## src/rtl/bcd_counter_chain_pkg.sv

```systemverilog
// bcd_counter_chain_pkg: shared BCD digit width, limits and the is_bcd legality check
package bcd_counter_chain_pkg;
  localparam int BCD_W = 4;
  localparam logic [BCD_W-1:0] BCD_MAX = 4'd9;
  localparam logic [BCD_W-1:0] BCD_MIN = 4'd0;
  function automatic logic is_bcd(input logic [BCD_W-1:0] digit);
    return digit <= BCD_MAX;
  endfunction
endpackage

```

## src/rtl/bcd_counter_chain_digit.sv

```systemverilog
// bcd_digit: one decade digit; ports clk, reset(async low), step, up, load, din -> q, at_max, at_min
module bcd_digit
  import bcd_counter_chain_pkg::*;
(
  input  logic             clk,
  input  logic             reset,
  input  logic             step,
  input  logic             up,
  input  logic             load,
  input  logic [BCD_W-1:0] din,
  output logic [BCD_W-1:0] q,
  output logic             at_max,
  output logic             at_min
);
  assign at_max = q == BCD_MAX;
  assign at_min = q == BCD_MIN;
  always_ff @(posedge clk or negedge reset)
    if (!reset) q <= BCD_MIN;
    else if (load) q <= is_bcd(din) ? din : BCD_MIN;
    else if (step) q <= up ? (at_max ? BCD_MIN : q + 1'b1) : (at_min ? BCD_MAX : q - 1'b1);
endmodule

```

## src/rtl/bcd_counter_chain.sv

```systemverilog
// bcd_counter_chain: cascaded BCD up/down counter; ports clk, reset(async low), en, up, load, load_val -> out, tc, ovf
module bcd_counter_chain
  import bcd_counter_chain_pkg::*;
#(
  parameter int DIGITS = 2
) (
  input  logic                    clk,
  input  logic                    reset,
  input  logic                    en,
  input  logic                    up,
  input  logic                    load,
  input  logic [BCD_W*DIGITS-1:0] load_val,
  output logic [BCD_W*DIGITS-1:0] out,
  output logic                    tc,
  output logic                    ovf
);
  logic [DIGITS-1:0] at_max, at_min, step;
  for (genvar g = 0; g < DIGITS; g++) begin : g_dig
    localparam logic [DIGITS-1:0] LOW = DIGITS'((64'd1 << g) - 64'd1);
    assign step[g] = en & (up ? &(at_max | ~LOW) : &(at_min | ~LOW));
    bcd_digit u_dig (
      .clk   (clk),
      .reset (reset),
      .step  (step[g]),
      .up    (up),
      .load  (load),
      .din   (load_val[BCD_W*g +: BCD_W]),
      .q     (out[BCD_W*g +: BCD_W]),
      .at_max(at_max[g]),
      .at_min(at_min[g])
    );
  end
  assign tc = en & ~load & (up ? &at_max : &at_min);
  always_ff @(posedge clk or negedge reset)
    if (!reset) ovf <= 1'b0;
    else if (load) ovf <= 1'b0;
    else if (tc) ovf <= 1'b1;
endmodule

```

## config.mk

```make
export PLATFORM = sky130hd
export DESIGN_NAME = bcd_counter_chain
export DESIGN_NICKNAME = d
export VERILOG_FILES = /design/src/rtl/bcd_counter_chain_pkg.sv /design/src/rtl/bcd_counter_chain_digit.sv /design/src/rtl/bcd_counter_chain.sv
export SDC_FILE = /design/constraint.sdc
export NUM_CORES = 1
export LEC_CHECK = 0
export ABC_AREA = 1
export CORE_MARGIN = 4
export CORE_UTILIZATION = 50
export CTS_BUF_LIST = sky130_fd_sc_hd__clkbuf_8
export DETAILED_ROUTE_END_ITERATION = 12
export PLACE_DENSITY = 0.82
export SYNTH_ARGS = -nofsm -noshare
export SYNTH_HDL_FRONTEND = slang
export SYNTH_HIERARCHICAL = 1
export SYNTH_SLANG_ARGS = --single-unit
```

## constraint.sdc

```tcl
create_clock -name clk -period 1.69 [get_ports clk]
set_clock_uncertainty 0.1 [all_clocks]
set_input_delay 0.338 -clock clk [delete_from_list [all_inputs] [get_ports clk]]
set_output_delay 0.338 -clock clk [all_outputs]
set_load 0.005 [all_outputs]
```

==> impl_metrics.yaml, run 1 <==
outcome:
  status: "stopped before the end"
  lastStage: "global routing (5_1_grt)"
  firstError: "[ERROR DPL-0038] Utilization greater than 100%, impossible to legalize"
placed_design:
  dp_hpwl_um: 2323
  port_buffers: 22
  place_congestion: 0.9137
synthesis:
  synth_compound_area_share_pct: 13.89
  yosys.area.top_type: "dfrtp_1"
  syn_nets: 153
  mappedNetlistArea_um2: 864.6
  synth_xor_area_share_pct: 0
  synth_seq_area_share_pct: 26.05
  synthAdderAreaFrac_pct: 0
  muxShareOfSynthArea_pct: 0
  synth_seq_cells: 9
  syn_area_per_cell_um2: 6.176
  syn_inst: 140
  ys_types: 19
  synth-simple-area-share_pct: 44.72
  synth_top_area_share_pct: 26.05
  synth_top_family_by_area: "simple AND/OR/NAND/NOR gates"
  yosysWarnings: 6
  netlist_top_cells_area: "dfrtp_1 (26%), nand2_1 (22%), nand3_1 (6.9%)"
clocking:
  numCtsBuffers: 3
  cts_max_level: 1
  root_buffer: "clkbuf_8"
  cts.sinks: 9
  holdBufCountCts: 0
  cts_buffer_depth: 2
die:
  ios: 23
  die_h_um: 49.59
  die_w_um: 49.59
  std_cell_rows: 14
  start_util_pct: 54.84
sta:
  worst_path_end_type: "primary output"
  grt_worst_setup_endpoint: "tc"
global_routing:
  grt_max_degree: 16
-- synth_stat cells, drive strengths merged --
cell type / n
nand2: 54
inv: 16
nand3: 15
nor2: 15
o21ai: 10
dfrtp: 9
a21oi: 7
clkinv: 4
a31oi: 2
buf: 2
bufinv: 2
nand4: 2
o211ai: 2
-- logic make-up after synthesis --
family | count (synthesis)
compound gates | 21
simple gates | 86
flops | 9
buf+inv | 24
-- timing repair --
action	4_1_cts
endpoints found under the hold margin	0
resized for setup	20
cloned	0
endpoints found under the setup margin	11
buffers inserted	10
pin swaps	3
-- per-stage QoR --
| step | instance area [µm²] | cells | util, % | TNS (ns) | worst slack [ns] |
|---|---|---|---|---|---|
| after floorplan | 864.6 | 140 | - | 0 | 0.1595 |
| after global placement | 1338 | 210 | 84.84 | -1.019 | -0.3602 |
| after detailed placement | 1338 | 210 | 84.84 | -1.124 | -0.4004 |
| after CTS | 1480 | 224 | 93.89 | -0.2872 | -0.1056 |
==> run 2, diff against run 1 <==
--- a/config.mk
+++ b/config.mk
@@ -6,11 +6,10 @@
 export NUM_CORES = 1
 export LEC_CHECK = 0
 export ABC_AREA = 1
-export CORE_MARGIN = 4
-export CORE_UTILIZATION = 50
-export CTS_BUF_LIST = sky130_fd_sc_hd__clkbuf_8
+export CORE_AREA = 4 4 65 67
 export DETAILED_ROUTE_END_ITERATION = 12
-export PLACE_DENSITY = 0.82
+export DIE_AREA = 0 0 69 71
+export PLACE_DENSITY_LB_ADDON = 0.15
 export SYNTH_ARGS = -nofsm -noshare
 export SYNTH_HDL_FRONTEND = slang
 export SYNTH_HIERARCHICAL = 1
==> run 2 against run 1 <==
Compared with the run above: the flow now finishes, with violations (negative setup slack); synthesized cell count did not move; synthesized area did not move.
==> impl_metrics.yaml, run 2 <==
critical_path:
  reg2reg_to: "g_dig[1].u_dig/q[3]$_DFFE_PN0P_"
  path_class: "reg -> out"
  crit_path_start_kind: "flip-flop"
  r2r_cells: 9
  timing.rr.start: "g_dig[0].u_dig/q[1]$_DFFE_PN0P_"
  reg2reg_setup_slack_ns: 0.12
  crit_arrival_ns: 1.32
  crit_path_max_fanout: 4
  cp.required_ns: 1.25
  end_kind: "primary output"
die:
  die_h_um: 71
  core_um2: 3633
  die_w_um: 69
  ios: 23
  die-area_um2: 4899
  std_cell_rows: 22
  start_util_pct: 23.79
finish:
  fin_util_pct: 44.25
  final_cell_area_um2: 1608
  area_growth_syn_to_layout_pct: 85.96
  final_cell_mix: "nand2_1 (48), buf_4 (39), nand3_1 (12), clkdlybuf4s50_1 (12), inv_1 (10)"
  antennaDiodeCount: 0
  fin_nets: 223
  largest_reg_flops: 8
  fill_cells: 388
  seqCellArea_um2: 230.2
  multiInputGateArea_um2: 583.1
  drive_gt1_share_pct: 41.15
  max_flop_register: "g_dig.u_dig/q"
  biggestRegsByFlops: "g_dig.u_dig/q: 8 flops, ovf: 1 flops"
  layout_commonest_cell: "nand2_1"
clocking:
  cts_tree: "yes"
  root_buffer: "clkbuf_8"
  clkTransAtPathRegs_ns: 0.04
  numCtsBuffers: 3
  cts_max_level: 1
  cts.sinks: 9
  clkLatencyLatePin_ns: 0.23
  holdBufCountCts: 0
  cts_buffer_depth: 2
synthesis:
  synth_seq_cells: 9
  synth_top_area_share_pct: 26.05
  synth_seq_area_share_pct: 26.05
  async_flop_share_pct: 100.0
  synth_edf_count: 0
  mappedNetlistArea_um2: 864.6
  synth_most_common_cell: "nand2_1"
  yosysWarnings: 6
  syn_area_per_cell_um2: 6.176
  yosys.area.top_type: "dfrtp_1"
  netlist_top_cells_area: "dfrtp_1 (26%), nand2_1 (22%), nand3_1 (6.9%)"
  ys_types: 19
  synth_flop_cell: "dfrtp_1"
  syn_nets: 153
  synth_top_cells_by_count: "nand2_1 (51), inv_1 (16), nand3_1 (12)"
  syn_inst: 140
route:
  wl_um: 2726
  ant_nets: 0
  vias: 1119
  via_per_inst: 4.354
  drc_errors: 0
  dr.first_iter.drc_count: 38
  routedWlPerCell_um: 10.61
  dr.pass1.iters: 4
outcome:
  status: "finished with violations"
  violations: "negative setup slack"
power:
  power_leakage_nw: 0.8633
  power.density_nw_per_um2: 750.9
  vdd_drop_max_uv: 430.6
min_path:
  hold_path.class: "in -> async"
global_routing:
  grt_max_degree: 16
  first_global_vias: 1096
  grt_usage_pct: 11.67
  antenna_found_initial: 0
  grt_pass1_wl_um: 4747
  gr-total-overflow: 0
sta:
  final-hold-violation-count: 0
  post-route-min-period_ns: 1.755
  worst_pin_slew_ns: 0.4001
  maxSlewHeadroom_pct: 73.24
  drv_slew: 0
  setup_slack_ns: -0.06501
  fmax_mhz: 569.8
  finalCritPeriodShare_pct: 103.8
  setup_viol: 1
  grt_setup_unrepaired: "yes"
placed_design:
  port_buffers: 22
  dp_hpwl_um: 2116
  dp_slack_ns: -0.4196
  dpl_cell_area_um2: 1363
  place_congestion: 0.8001
flow_run:
  maxCapViolCount: 0
## run 2: cell counts after synthesis
No cell type changed its count.
## run 2: area by class of cell
| class | instances | area share [%] |
|---|---|---|
| multi-input cells | 107 | 36.26 |
| repair buffers | 67 | 36.03 |
| flip-flops and latches | 9 | 14.32 |
| inverters | 22 | 6.848 |
| well taps | 48 | 3.735 |
| clock buffers | 4 | 2.802 |
## run 2: logic make-up (layout without fill, tap and decap cells)
logic type / after synthesis / count (layout) / synth area share, %
flip-flops: 9 / 9 / 26.05
AO/OA/AOI/OAI: 21 / 21 / 13.89
buffers and inverters: 24 / 93 / 15.34
AND/OR/NAND/NOR: 86 / 86 / 44.72
## run 2: per-layer routing
layer	wire length, µm	global-route usage, %	vias up
li1	-	-	586
met1	1279	14.71	513
met2	1354	19.39	18
met3	84	3.125	2
met4	8	3.688	0
met5	0	0	-
## run 2: critical path, cell delays in order (launching register included)
cell and delay (ns):
dfrtp_2 0.44, nor2_4 0.15, nand3_4 0.07, inv_2 0.07, nand2_2 0.05, nand2_2 0.05
nand3_2 0.09, inv_1 0.06, buf_2 0.10
## run 2: repair_timing
action	CTS	global route
resized for setup	16	33
endpoints found under the setup margin	6	8
pin swaps	4	11
setup buffers	10	5
## run 2: worst max-delay path by stage
stage / start / endpoint / slack (ns) / cells after the start
after floorplan: g_dig[0].u_dig/q[1]$_DFFE_PN0P_ / g_dig[1].u_dig/q[3]$_DFFE_PN0P_ / 0.16 / 9
after global placement: up / tc / -0.42 / 6
after detailed placement: up / tc / -0.42 / 6
after global routing: g_dig[0].u_dig/q[1]$_DFFE_PN0P_ / tc / -0.16 / 8
final: g_dig[0].u_dig/q[1]$_DFFE_PN0P_ / tc / -0.07 / 8
after CTS: g_dig[0].u_dig/q[2]$_DFFE_PN0P_ / g_dig[1].u_dig/q[3]$_DFFE_PN0P_ / -0.1 / 13
## run 2: where the power goes
part	switching [mW]	leakage [nW]	internal [mW]
logic	0.298	0.734	0.370
registers	0.0427	0.107	0.252
clock network	0.0804	0.0228	0.164
## run 2: stage by stage
step / hold WS, ns / std cells / setup TNS (ns) / power [mW]
after floorplan: -0.05759 / 140 / 0 / 0.5387
after global placement: 0.3774 / 240 / -1.121 / 0.8414
after detailed placement: 0.3871 / 240 / -1.173 / 0.8425
after CTS: 0.3191 / 254 / -0.4142 / 1.152
final: 0.3041 / 257 / -0.06501 / 1.207
after global routing: 0.3250 / 257 / -0.1557 / 1.317
Note: power is estimated with default switching activity, not from simulation.
